==> config.mk <==
export PLATFORM = sky130hd
export DESIGN_NAME = ps2_key_decoder_flat
export DESIGN_NICKNAME = d
export VERILOG_FILES = /design/src/rtl/ps2_key_decoder_if.sv /design/src/rtl/ps2_key_decoder.sv /design/src/flat_wrapper.sv
export SDC_FILE = /design/constraint.sdc
export NUM_CORES = 1
export LEC_CHECK = 0
export ABC_AREA = 1
export BUFFER_PORTS_ARGS = -buffer_cell sky130_fd_sc_hd__buf_2
export CAP_MARGIN = 10
export CORE_UTILIZATION = 50
export DETAILED_ROUTE_END_ITERATION = 7
export PLACE_DENSITY = 0.71
export SETUP_SLACK_MARGIN = 0.05
export SYNTH_ARGS = -nofsm -noshare
export SYNTH_HDL_FRONTEND = slang
export SYNTH_SLANG_ARGS = --single-unit
==> constraint.sdc <==
create_clock -name clk_sys -period 1.5 [get_ports clk_sys]
set_clock_uncertainty 0.15 [all_clocks]
set_input_delay 0.15 -clock clk_sys [delete_from_list [all_inputs] [get_ports clk_sys]]
set_output_delay 0.15 -clock clk_sys [all_outputs]
set_load 0.1 [all_outputs]
==> src/rtl/ps2_key_decoder_if.sv <==
// Bundle between the PS/2 key decoder and its neighbours: raw pins in, event word,
// debug byte/strobe, error pulse and FSM state out.
interface ps2_key_decoder_if;
  // rx_strobe and frame_err are valid-only pulses with no ready: a consumer must take
  // rx_byte in the single cycle rx_strobe is high. ps2_key is level-held and its bit 10
  // toggles once per key event while bits 9:0 are already stable.
  logic        ps2_clk;
  logic        ps2_data;
  logic [10:0] ps2_key;
  logic [7:0]  rx_byte;
  logic        rx_strobe;
  logic        frame_err;
  logic [1:0]  fsm_state;

  modport master (
    input  ps2_clk,
    input  ps2_data,
    output ps2_key,
    output rx_byte,
    output rx_strobe,
    output frame_err,
    output fsm_state
  );

  modport slave (
    output ps2_clk,
    output ps2_data,
    input  ps2_key,
    input  rx_byte,
    input  rx_strobe,
    input  frame_err,
    input  fsm_state
  );
endinterface

==> src/rtl/ps2_key_decoder.sv <==
// PS/2 keyboard receiver: synchronises and filters the raw pins, frames 11-bit
// characters, and folds E0/F0/E1 prefixes into an 11-bit toggle-event key word.
module ps2_key_decoder #(
  parameter int FILTER_LEN     = 8,
  parameter int TIMEOUT_CYCLES = 21632
) (
  input logic               clk_sys,
  input logic               reset_n,
  ps2_key_decoder_if.master bus
);

  localparam int FC_W = $clog2(FILTER_LEN + 1);
  localparam int TO_W = $clog2(TIMEOUT_CYCLES + 1);

  typedef enum logic [1:0] {
    S_IDLE   = 2'd0,
    S_DATA   = 2'd1,
    S_PARITY = 2'd2,
    S_STOP   = 2'd3
  } state_t;

  // Input conditioning
  logic            clk_s1_q, clk_s2_q;
  logic            dat_s1_q, dat_s2_q;
  logic            filt_q, filt_d;
  logic [FC_W-1:0] filt_cnt_q, filt_cnt_d;
  logic            fall_en;

  // Frame FSM
  state_t          state_q, state_d;
  logic [2:0]      bit_cnt_q, bit_cnt_d;
  logic [7:0]      shift_q, shift_d;
  logic            parity_q, parity_d;
  logic [TO_W-1:0] to_cnt_q, to_cnt_d;
  logic [7:0]      rx_byte_q, rx_byte_d;
  logic            rx_strobe_q, rx_strobe_d;
  logic            frame_err_q, frame_err_d;
  logic            bad_frame;

  // Byte decoder
  logic            ext_q, ext_d;
  logic            rel_q, rel_d;
  logic [2:0]      skip_q, skip_d;
  logic [10:0]     key_q, key_d;
  logic            is_ctrl_byte;

  always_ff @(posedge clk_sys or negedge reset_n) begin
    if (!reset_n) begin
      clk_s1_q <= 1'b1;
      clk_s2_q <= 1'b1;
      dat_s1_q <= 1'b1;
      dat_s2_q <= 1'b1;
    end else begin
      clk_s1_q <= bus.ps2_clk;
      clk_s2_q <= clk_s1_q;
      dat_s1_q <= bus.ps2_data;
      dat_s2_q <= dat_s1_q;
    end
  end

  // The filtered level only moves after FILTER_LEN consecutive samples of the new level.
  always_comb begin
    filt_d     = filt_q;
    filt_cnt_d = '0;
    if (clk_s2_q != filt_q) begin
      if (filt_cnt_q == FC_W'(FILTER_LEN - 1)) begin
        filt_d = clk_s2_q;
      end else begin
        filt_cnt_d = filt_cnt_q + FC_W'(1);
      end
    end
  end

  assign fall_en = filt_q & ~filt_d;

  always_ff @(posedge clk_sys or negedge reset_n) begin
    if (!reset_n) begin
      filt_q     <= 1'b1;
      filt_cnt_q <= '0;
    end else begin
      filt_q     <= filt_d;
      filt_cnt_q <= filt_cnt_d;
    end
  end

  always_comb begin
    state_d     = state_q;
    bit_cnt_d   = bit_cnt_q;
    shift_d     = shift_q;
    parity_d    = parity_q;
    to_cnt_d    = to_cnt_q;
    rx_byte_d   = rx_byte_q;
    rx_strobe_d = 1'b0;
    frame_err_d = 1'b0;
    bad_frame   = 1'b0;

    case (state_q)
      S_IDLE: begin
        to_cnt_d = '0;
        if (fall_en) begin
          if (!dat_s2_q) begin
            state_d   = S_DATA;
            bit_cnt_d = 3'd0;
          end else begin
            frame_err_d = 1'b1;
          end
        end
      end
      S_DATA: begin
        if (fall_en) begin
          shift_d   = {dat_s2_q, shift_q[7:1]};
          bit_cnt_d = bit_cnt_q + 3'd1;
          if (bit_cnt_q == 3'd7) begin
            state_d = S_PARITY;
          end
        end
      end
      S_PARITY: begin
        if (fall_en) begin
          parity_d = dat_s2_q;
          state_d  = S_STOP;
        end
      end
      S_STOP: begin
        if (fall_en) begin
          if (dat_s2_q && (^{shift_q, parity_q})) begin
            rx_byte_d   = shift_q;
            rx_strobe_d = 1'b1;
          end else begin
            frame_err_d = 1'b1;
            bad_frame   = 1'b1;
          end
          state_d = S_IDLE;
        end
      end
      default: state_d = S_IDLE;
    endcase

    // A falling edge in the same cycle as expiry wins, so the frame survives.
    if (state_q != S_IDLE) begin
      if (fall_en) begin
        to_cnt_d = '0;
      end else if (to_cnt_q == TO_W'(TIMEOUT_CYCLES - 1)) begin
        frame_err_d = 1'b1;
        state_d     = S_IDLE;
        to_cnt_d    = '0;
      end else begin
        to_cnt_d = to_cnt_q + TO_W'(1);
      end
    end
  end

  always_ff @(posedge clk_sys or negedge reset_n) begin
    if (!reset_n) begin
      state_q     <= S_IDLE;
      bit_cnt_q   <= 3'd0;
      shift_q     <= 8'h00;
      parity_q    <= 1'b0;
      to_cnt_q    <= '0;
      rx_byte_q   <= 8'h00;
      rx_strobe_q <= 1'b0;
      frame_err_q <= 1'b0;
    end else begin
      state_q     <= state_d;
      bit_cnt_q   <= bit_cnt_d;
      shift_q     <= shift_d;
      parity_q    <= parity_d;
      to_cnt_q    <= to_cnt_d;
      rx_byte_q   <= rx_byte_d;
      rx_strobe_q <= rx_strobe_d;
      frame_err_q <= frame_err_d;
    end
  end

  // Keyboard housekeeping replies (ACK, BAT, echo, resend...) never become key events.
  always_comb begin
    is_ctrl_byte = 1'b0;
    case (rx_byte_q)
      8'h00, 8'hAA, 8'hEE, 8'hFA, 8'hFC, 8'hFE, 8'hFF: is_ctrl_byte = 1'b1;
      default:                                       is_ctrl_byte = 1'b0;
    endcase
  end

  always_comb begin
    ext_d  = ext_q;
    rel_d  = rel_q;
    skip_d = skip_q;
    key_d  = key_q;

    if (rx_strobe_q) begin
      if (skip_q != 3'd0) begin
        skip_d = skip_q - 3'd1;
      end else begin
        case (rx_byte_q)
          8'hE1: skip_d = 3'd7;
          8'hE0: ext_d  = 1'b1;
          8'hF0: rel_d  = 1'b1;
          default: begin
            if (ext_q || rel_q || !is_ctrl_byte) begin
              key_d = {~key_q[10], ~rel_q, ext_q, rx_byte_q};
              ext_d = 1'b0;
              rel_d = 1'b0;
            end
          end
        endcase
      end
    end

    if (bad_frame) begin
      ext_d = 1'b0;
      rel_d = 1'b0;
    end
  end

  always_ff @(posedge clk_sys or negedge reset_n) begin
    if (!reset_n) begin
      ext_q  <= 1'b0;
      rel_q  <= 1'b0;
      skip_q <= 3'd0;
      key_q  <= 11'h000;
    end else begin
      ext_q  <= ext_d;
      rel_q  <= rel_d;
      skip_q <= skip_d;
      key_q  <= key_d;
    end
  end

  assign bus.ps2_key   = key_q;
  assign bus.rx_byte   = rx_byte_q;
  assign bus.rx_strobe = rx_strobe_q;
  assign bus.frame_err = frame_err_q;
  assign bus.fsm_state = state_q;

endmodule

==> src/flat_wrapper.sv <==
// flat-port wrapper written by rule: the top's interface ports become plain ports
module ps2_key_decoder_flat 
#(
  parameter int FILTER_LEN     = 8,
  parameter int TIMEOUT_CYCLES = 21632
)
  (clk_sys, reset_n, bus_ps2_clk, bus_ps2_data, bus_ps2_key, bus_rx_byte, bus_rx_strobe, bus_frame_err, bus_fsm_state);
  ps2_key_decoder_if bus_i ();
  input logic clk_sys;
  input logic reset_n;
  input wire logic [$bits(bus_i.ps2_clk)-1:0] bus_ps2_clk;
  input wire logic [$bits(bus_i.ps2_data)-1:0] bus_ps2_data;
  output wire logic [$bits(bus_i.ps2_key)-1:0] bus_ps2_key;
  output wire logic [$bits(bus_i.rx_byte)-1:0] bus_rx_byte;
  output wire logic [$bits(bus_i.rx_strobe)-1:0] bus_rx_strobe;
  output wire logic [$bits(bus_i.frame_err)-1:0] bus_frame_err;
  output wire logic [$bits(bus_i.fsm_state)-1:0] bus_fsm_state;
  assign bus_i.ps2_clk = bus_ps2_clk;
  assign bus_i.ps2_data = bus_ps2_data;
  assign bus_ps2_key = bus_i.ps2_key;
  assign bus_rx_byte = bus_i.rx_byte;
  assign bus_rx_strobe = bus_i.rx_strobe;
  assign bus_frame_err = bus_i.frame_err;
  assign bus_fsm_state = bus_i.fsm_state;
  ps2_key_decoder #(.FILTER_LEN(FILTER_LEN), .TIMEOUT_CYCLES(TIMEOUT_CYCLES)) u_core (.clk_sys(clk_sys), .reset_n(reset_n), .bus(bus_i));
endmodule
==> insert_results.sql, run 1 <==
INSERT INTO impl_metrics (metric_group, metric, value, unit) VALUES
('global_route', 'gr_ovfl_total', '0', ''),
('global_route', 'grt_max_degree', '65', ''),
('outcome', 'status', 'finished with violations', ''),
('global_route', 'grt_pass1_wl', '14200', 'microns'),
('power_and_ir_drop', 'vdd_drop_max', '0.932', 'mV'),
('floorplan', 'i_o_pins', '27', ''),
('finish', 'post_route_cells_drive_above_1_share', '62.2', '%'),
('timing', 'final.setup.worst_slack', '-0.447', 'ns'),
('logic_synthesis', 'synth.cell_area', '3240', 'sq um'),
('logic_synthesis', 'ys_types', '40', ''),
('placed_design', 'dpl.hpwl', '4940', 'microns'),
('hold_path', 'min-delay-path-class', 'in2async', ''),
('floorplan', 'rows', '28', ''),
('logic_synthesis', 'synthesis.yosys.warnings', '0', ''),
('timing', 'setup_tns', '-14.74', 'ns'),
('critical_path', 'cp_top_family', 'simple AND/OR/NAND/NOR gates', ''),
('timing', 'tightest_slew', '0.494', 'ns'),
('clock_network', 'clock_tree.buffer_depth', '2', ''),
('placed_design', 'port_buffers', '26', ''),
('global_route', 'grt_antenna_before_repair', '0', ''),
('timing', 'final_slew_violations', '0', ''),
('run', 'maxCapViolations', '0', ''),
('logic_synthesis', 'ys_dominant_reg_cell', 'sky130_fd_sc_hd__dfrtp_1', ''),
('critical_path', 'timing.critical_path.buf_inv', '1', ''),
('floorplan', 'die_area', '6800', 'sq um'),
('logic_synthesis', 'async_reset_ff_share', '100', '%'),
('logic_synthesis', 'yosys_register_bits', '64', ''),
('logic_synthesis', 'number_of_synthesized_flops_with_an_enable_pin', '0', ''),
('clock_network', 'clk_transition_reported_paths', '0.09', 'ns'),
('detailed_routing', 'detail_route.first_pass.iterations', '5', ''),
('outcome', 'violations', 'negative setup slack', ''),
('critical_path', 'worst-path-max-fanout', '5', ''),
('clock_network', 'worst_skew_late_latency', '0.36', 'ns'),
('detailed_routing', 'postRouteWirelength', '13100', 'microns'),
('critical_path', 'critical_path.max_stage_delay', '0.52', 'ns'),
('global_route', 'gr-usage-all-layers', '28.6', '%'),
('timing', 'final.min_clock_period', '1.95', 'ns'),
('detailed_routing', 'first_drt_iteration_drcs', '286', ''),
('power_and_ir_drop', 'cellPowerDensity', '698', 'nW/um^2'),
('clock_network', 'root_buffer', 'sky130_fd_sc_hd__clkbuf_8', ''),
('critical_path', 'startpoint_type', 'flip-flop', ''),
('power_and_ir_drop', 'pleak', '0.00263', 'uW'),
('finish', 'fin_util', '90.7', '%'),
('detailed_routing', 'routed_wire_length_per_instance', '22.1', 'microns'),
('clock_network', 'cts.htree.levels', '3', ''),
('detailed_routing', 'antenna_left', '0', ''),
('global_route', 'grt_pass1_vias', '3169', ''),
('logic_synthesis', 'postSynthNetCount', '383', ''),
('timing', 'final_hold_viol_count', '0', ''),
('timing', 'rsz0062_at_grt', 'yes', ''),
('clock_network', 'cts-buffers-inserted', '9', ''),
('clock_network', 'cts_num_sinks', '64', ''),
('finish', 'n_diodes', '0', ''),
('finish', 'areaGrowthSynthToFinish', '70.9', '%'),
('timing', 'setup-violations-final', '57', ''),
('critical_path', 'end_kind', 'flip-flop', ''),
('detailed_routing', 'detail_route.vias_per_cell', '6.10', ''),
('detailed_routing', 'routed-via-count', '3607', ''),
('timing', 'slew_headroom', '67.3', '%'),
('timing', 'fmax', '514', 'MHz'),
('critical_path', 'worstSetupPathType', 'reg2reg', ''),
('finish', 'layout.nets', '525', ''),
('critical_path', 'critical_path_data_arrival_time', '2.09', 'ns'),
('clock_network', 'tritoncts', 'done', ''),
('placed_design', 'routabilityCongestion', '0.840', ''),
('logic_synthesis', 'post_synth_inst_count', '369', ''),
('detailed_routing', 'drc', '0', ''),
('timing', 'final.period_utilization', '130', '%'),
('logic_synthesis', 'ys_seq_area_share', '49.7', '%'),
('floorplan', 'design.core.area', '6100', 'sq um'),
('critical_path', 'critical-path-slowest-cell', 'sky130_fd_sc_hd__dfrtp_4', ''),
('critical_path', 'crit_path_cell_trace', 'nand4_1, o21ai_1, nand2_1, nand2_2, o21ai_4, buf_6, nand4_1, nand2_1', ''),
('floorplan', 'die_h', '82.4', 'microns'),
('floorplan', 'die_w', '82.4', 'microns'),
('critical_path', 'required', '1.65', 'ns'),
('logic_synthesis', 'postSynthAreaPerCell', '8.77', 'sq um'),
('floorplan', 'starting_utilization_of_the_core_area', '53.1', '%');
## Yosys cell counts (all sizes together) (4+ instances only)
library cell / n / area share, %
xor2: 4 / 1.1
nor2: 30 / 4.1
o21ai: 30 / 5.7
buf: 6 / 1.7
nand4: 16 / 3.6
a21oi: 13 / 2.1
dfrtp: 59 / 46
dfstp: 5 / 4.1
nor3: 12 / 2.9
nand3: 16 / 2.9
nand2: 103 / 12
inv: 48 / 5.6
ha: 10 / 3.9
## stage by stage
| step | instance area, sq um | setup slack (ns) | std cells | hold WS (ns) | total power (uW) |
|---|---|---|---|---|---|
| 3_5_place_dp | 4270 | -0.233 | 530 | 0.0408 | 2040 |
| 3_3_place_gp | 4270 | -0.200 | 530 | 0.0362 | 2030 |
| 5_1_grt | 5530 | -0.546 | 591 | 0.212 | 3970 |
| 6_report | 5530 | -0.447 | 591 | 0.180 | 3860 |
| 2_1_floorplan | 3410 | -0.313 | 369 | -0.296 | 1930 |
| 4_1_cts | 4980 | -0.172 | 567 | 0.207 | 3750 |
## placed cells by master (no fill, tap or decap), types with 3 or more instances in the layout
master                          synthesis  final
sky130_fd_sc_hd__buf_6                  4     26
sky130_fd_sc_hd__nor3_1                 8      4
sky130_fd_sc_hd__clkbuf_16              0      3
sky130_fd_sc_hd__buf_2                  2      4
sky130_fd_sc_hd__nand2_2                3     35
sky130_fd_sc_hd__nor3_2                 2      3
sky130_fd_sc_hd__ha_4                   0      7
sky130_fd_sc_hd__nor3_4                 2      5
sky130_fd_sc_hd__inv_4                  0      6
sky130_fd_sc_hd__dfrtp_4                0     10
sky130_fd_sc_hd__nand2_1               99     52
sky130_fd_sc_hd__buf_12                 0     13
sky130_fd_sc_hd__nor2_4                 1     10
sky130_fd_sc_hd__a21oi_2                1      7
sky130_fd_sc_hd__dfrtp_1               59     47
sky130_fd_sc_hd__clkbuf_8               0     11
sky130_fd_sc_hd__inv_1                 42     26
sky130_fd_sc_hd__nor2_2                 5      6
sky130_fd_sc_hd__nand3_2                3      9
sky130_fd_sc_hd__a21oi_1               12      4
sky130_fd_sc_hd__inv_2                  6     15
sky130_fd_sc_hd__dlygate4sd3_1          0      3
sky130_fd_sc_hd__dfstp_2                5      5
sky130_fd_sc_hd__nand2_4                1     16
sky130_fd_sc_hd__nand4_1               15     15
sky130_fd_sc_hd__o21ai_1                1      8
sky130_fd_sc_hd__nor2_1                24     14
sky130_fd_sc_hd__xor2_1                 4      4
sky130_fd_sc_hd__clkbuf_4               0      9
sky130_fd_sc_hd__buf_4                  0     77
sky130_fd_sc_hd__o21ai_2                9     18
sky130_fd_sc_hd__nand3_1               13      5
sky130_fd_sc_hd__nand3_4                0      3
## final cells by class
type                    count  area [sq um]
fillers                   209           566
clock buffers              13           159
inverters                  48           208
flip-flops and latches     64          1650
repair inverters            1          7.51
multi-input cells         252          2030
well taps                  75          93.8
repair buffers            135          1320
clock inverters             3          65.1
## path summary, 6_finish.rpt
check	cells past startpoint	from	slack, ns	end
setup reg to reg	8	u_core.bus.rx_byte[1]$_DFFE_PN0P_	-0.45	u_core.bus.ps2_key[10]$_DFFE_PN0P_
hold / removal	3	reset_n	0.18	u_core.bus.ps2_key[5]$_DFFE_PN0P_
setup / recovery	8	u_core.bus.rx_byte[1]$_DFFE_PN0P_	-0.45	u_core.bus.ps2_key[10]$_DFFE_PN0P_
hold reg to reg	0	u_core.clk_s1_q$_DFF_PN1_	0.21	u_core.clk_s2_q$_DFF_PN1_
min in group clk_sys	0	u_core.clk_s1_q$_DFF_PN1_	0.21	u_core.clk_s2_q$_DFF_PN1_
max in group asynchronous	3	reset_n	0.67	u_core.clk_s2_q$_DFF_PN1_
## registers in the layout, summed over array words and instances, names as in the netlist
register	cells
u_core.skip_q	3
u_core.clk_s1_q	1
u_core.bus.fsm_state	2
u_core.rel_q	1
u_core.bus.frame_err	1
u_core.dat_s1_q	1
u_core.bus.rx_byte	8
u_core.shift_q	8
u_core.filt_q	1
u_core.bus.ps2_key	11
u_core.filt_cnt_q	4
u_core.clk_s2_q	1
u_core.bit_cnt_q	3
u_core.dat_s2_q	1
u_core.to_cnt_q	15
u_core.bus.rx_strobe	1
u_core.ext_q	1
u_core.parity_q	1
## kinds of logic after synthesis
| family | Yosys count | share of synthesized area [%] |
|---|---|---|
| AO/OA/AOI/OAI | 51 | 9.90 |
| XOR/XNOR | 7 | 1.89 |
| buffers and inverters | 54 | 7.27 |
| adder cells (fa/ha/maj) | 10 | 3.87 |
| flip-flops | 64 | 49.7 |
| AND/OR/NAND/NOR | 183 | 27.4 |
## where the power goes
group	total [uW]	switching, uW	internal (uW)	leakage (uW)
clock network	1760	728	1030	0.000114
logic	286	155	132	0.00166
registers	1820	35.7	1780	0.000851
total	3860	919	2940	0.00263
## metal layers
| metal | part of all wire (%) | routed length (microns) | track usage [%] |
|---|---|---|---|
| met4 | 4.8 | 631 | 13.5 |
| met2 | 50 | 6580 | 50.7 |
| met3 | 7.8 | 1020 | 7.14 |
| met5 | 0 | 0 | 0 |
| met1 | 37 | 4840 | 32.0 |
## tightest hold or removal path: stages
cell and delay (ns):
sky130_fd_sc_hd__dlygate4sd3_1 0.52, sky130_fd_sc_hd__buf_2 0.13, sky130_fd_sc_hd__buf_12 0.31
## repair_timing
| item | 4_1_cts | 5_1_grt |
|---|---|---|
| gates cloned | 4 | 3 |
| buffers inserted | 15 | 25 |
| resized for setup | 89 | 95 |
| hold buffers | 3 | 0 |
| endpoints found under the setup margin | 66 | 76 |
| pin swaps | 28 | 36 |
| hold endpoints to repair | 66 | 0 |
No activity file was read; power rests on OpenSTA's default activity.
==> inputs of run 2 (changes only) <==
--- a/config.mk
+++ b/config.mk
@@ -11,4 +11,5 @@
 export CORE_UTILIZATION = 50
 export DETAILED_ROUTE_END_ITERATION = 7
+export HOLD_SLACK_MARGIN = 0.05
 export PLACE_DENSITY = 0.71
 export SETUP_SLACK_MARGIN = 0.05
==> constraint.sdc (replaced) <==
create_clock -name clk_sys -period 1.5 [get_ports clk_sys]
set_clock_uncertainty 0.15 [all_clocks]
set_input_delay 0.075 -clock clk_sys [delete_from_list [all_inputs] [get_ports clk_sys]]
set_output_delay 0.075 -clock clk_sys [all_outputs]
set_load 0.1 [all_outputs]
==> run 2 against run 1 <==
The run still ends with negative setup slack left. Clock power is 21% lower. Die area stayed put. Hold slack worse by 0.044 ns. Non-clock buffer count shrank 12. Clock-buffer cell count decreased by 2. Sequential share of layout area increased by 2.2 points. Via count fell by 15%.
==> insert_results.sql, run 2 (same netlist as run 1, synthesis figures left out) <==
INSERT INTO impl_metrics (metric_group, metric, value, unit) VALUES
('critical_path', 'worstSetupPathType', 'reg2reg', ''),
('floorplan', 'die_area', '6800', 'sq um'),
('detailed_routing', 'detail_route.vias_per_cell', '5.32', ''),
('run', 'maxCapViolations', '0', ''),
('finish', 'register_area', '1650', 'sq um'),
('detailed_routing', 'antenna_left', '0', ''),
('clock_network', 'cts.htree.levels', '3', ''),
('timing', 'setup-violations-final', '53', ''),
('global_route', 'gr-usage-all-layers', '25.0', '%'),
('finish', 'largest_register_ffs', '15', ''),
('clock_network', 'cts-buffers-inserted', '9', ''),
('finish', 'layout.nets', '513', ''),
('outcome', 'status', 'finished with violations', ''),
('floorplan', 'starting_utilization_of_the_core_area', '53.1', '%'),
('clock_network', 'root_buffer', 'sky130_fd_sc_hd__clkbuf_8', ''),
('critical_path', 'end_kind', 'flip-flop', ''),
('critical_path', 'required', '1.62', 'ns'),
('detailed_routing', 'postRouteWirelength', '9340', 'microns'),
('placed_design', 'preCtsSetupSlack', '-0.273', 'ns'),
('clock_network', 'clock_tree.buffer_depth', '2', ''),
('detailed_routing', 'routed_wire_length_per_instance', '16.1', 'microns'),
('placed_design', 'dpl.hpwl', '4680', 'microns'),
('floorplan', 'die_w', '82.4', 'microns'),
('placed_design', 'port_buffers', '26', ''),
('finish', 'final.fill_count', '297', ''),
('finish', 'areaGrowthSynthToFinish', '59.2', '%'),
('clock_network', 'clk_transition_reported_paths', '0.07', 'ns'),
('floorplan', 'die_h', '82.4', 'microns'),
('floorplan', 'design.core.area', '6100', 'sq um'),
('timing', 'final.min_clock_period', '1.75', 'ns'),
('finish', 'post_route_cells_drive_above_1_share', '59.5', '%'),
('detailed_routing', 'first_drt_iteration_drcs', '163', ''),
('critical_path', 'startpoint_type', 'flip-flop', ''),
('critical_path', 'crit_path_cell_trace', 'ha_2, nand2_2, nor2_4, nand2_4, nand2_4, a21oi_4, buf_12, clkinvlp_4, nor2_1', ''),
('global_route', 'grt_max_degree', '65', ''),
('floorplan', 'rows', '28', ''),
('finish', 'layout_commonest_cell', 'sky130_fd_sc_hd__buf_4', ''),
('power_and_ir_drop', 'cellPowerDensity', '670', 'nW/um^2'),
('clock_network', 'tritoncts', 'done', ''),
('timing', 'tightest_slew', '0.492', 'ns'),
('critical_path', 'critical_path_data_arrival_time', '1.87', 'ns'),
('timing', 'slew_headroom', '67.4', '%'),
('finish', 'multi_input_gate_area_in_the_final_layout', '1920', 'sq um'),
('critical_path', 'path_common_cell', 'sky130_fd_sc_hd__nand2_4', ''),
('global_route', 'gr_ovfl_total', '0', ''),
('clock_network', 'cts_num_sinks', '64', ''),
('placed_design', 'routabilityCongestion', '0.817', ''),
('global_route', 'grt_antenna_before_repair', '0', ''),
('finish', 'largest_register', 'u_core.to_cnt_q', ''),
('critical_path', 'critical_path.max_stage_delay', '0.39', 'ns'),
('global_route', 'grt_pass1_wl', '12700', 'microns'),
('clock_network', 'worst_skew_late_latency', '0.34', 'ns'),
('timing', 'final_slew_violations', '0', ''),
('timing', 'setup_tns', '-9.77', 'ns'),
('timing', 'rsz0062_at_grt', 'yes', ''),
('power_and_ir_drop', 'total_power', '3450', 'uW'),
('hold_path', 'min-delay-path-class', 'in2async', ''),
('finish', 'n_diodes', '0', ''),
('timing', 'final.period_utilization', '117', '%'),
('finish', 'most-common-layout-cells', 'sky130_fd_sc_hd__buf_4 (70), sky130_fd_sc_hd__nand2_1 (62), sky130_fd_sc_hd__dfrtp_1 (47)', ''),
('detailed_routing', 'detail_route.first_pass.iterations', '4', ''),
('critical_path', 'critical-path-slowest-cell', 'sky130_fd_sc_hd__dfrtp_1', ''),
('timing', 'fmax', '572', 'MHz'),
('critical_path', 'worst-path-max-fanout', '7', ''),
('timing', 'final_hold_viol_count', '0', ''),
('outcome', 'violations', 'negative setup slack', ''),
('power_and_ir_drop', 'pleak', '0.00238', 'uW'),
('power_and_ir_drop', 'vdd_drop_max', '0.685', 'mV'),
('global_route', 'grt_pass1_vias', '2848', ''),
('detailed_routing', 'drc', '0', ''),
('floorplan', 'i_o_pins', '27', ''),
('detailed_routing', 'routed-via-count', '3079', ''),
('timing', 'final.setup.worst_slack', '-0.249', 'ns');
[run 2: stage by stage]
| stage | hold WS [ns] | cell area (sq um) | utilization (%) | instances |
|---|---|---|---|---|
| after global routing | 0.169 | 5150 | 84.5 | 579 |
| after detailed placement | -0.0324 | 4170 | 68.4 | 529 |
| after floorplan | -0.371 | 3410 | - | 369 |
| after global placement | -0.0375 | 4170 | 68.4 | 529 |
| final | 0.137 | 5150 | 84.5 | 579 |
| after CTS | 0.138 | 4750 | 77.9 | 564 |
[run 2: per-layer routing]
metal  vias up  part of all wire [%]  track usage (%)
met2        91                    55             44.9
met1      1495                    40             29.3
met5         -                     0                0
met4         0                   1.6             10.4
met3        15                   3.4             4.51
li1       1478                     -                -
[run 2: layout make-up]
type                            instances  share of cell area [%]
Multi-Input combinational cell        252                    37.4
Timing Repair Buffer                  123                    21.1
Sequential cell                        64                    32.0
Clock inverter                          5                   0.607
Inverter                               48                    3.98
Tap cell                               75                    1.82
Clock buffer                           11                    2.94
Timing Repair inverter                  1                   0.146
[run 2: critical path, delay by kind of cell, from the launching register on]
family	cells	cell delay [ns]
buf+inv	2	0.29
flops	1	0.39
fa+ha+maj	1	0.19
simple gates	5	0.48
compound gates	1	0.17
[run 2: final timing paths]
kind / from / endpoint / slack (ns) / cells after the start
hold / removal: reset_n / u_core.bus.ps2_key[0]$_DFFE_PN0P_ / 0.14 / 3
hold reg to reg: u_core.dat_s1_q$_DFF_PN1_ / u_core.dat_s2_q$_DFF_PN1_ / 0.21 / 0
setup reg to reg: u_core.filt_cnt_q[1]$_DFF_PN0_ / u_core.to_cnt_q[2]$_DFF_PN0_ / -0.25 / 9
max in group asynchronous: reset_n / u_core.dat_s2_q$_DFF_PN1_ / 0.72 / 3
min in group clk_sys: u_core.dat_s1_q$_DFF_PN1_ / u_core.dat_s2_q$_DFF_PN1_ / 0.21 / 0
setup / recovery: u_core.filt_cnt_q[1]$_DFF_PN0_ / u_core.to_cnt_q[2]$_DFF_PN0_ / -0.25 / 9
[run 2: what timing repair did]
action / 4_1_cts / 5_1_grt
cloned: 2 / 2
setup buffers: 15 / 20
pin swaps: 20 / 24
hold endpoints to repair: 66 / 0
resized for setup: 71 / 86
endpoints found under the setup margin: 61 / 59
hold buffers: 3 / 0
[run 2: where the power goes]
| part | internal (uW) | total (uW) | switching, uW |
|---|---|---|---|
| logic | 108 | 244 | 136 |
| registers | 1780 | 1820 | 35.6 |
| clock network | 684 | 1390 | 706 |
| total | 2570 | 3450 | 878 |
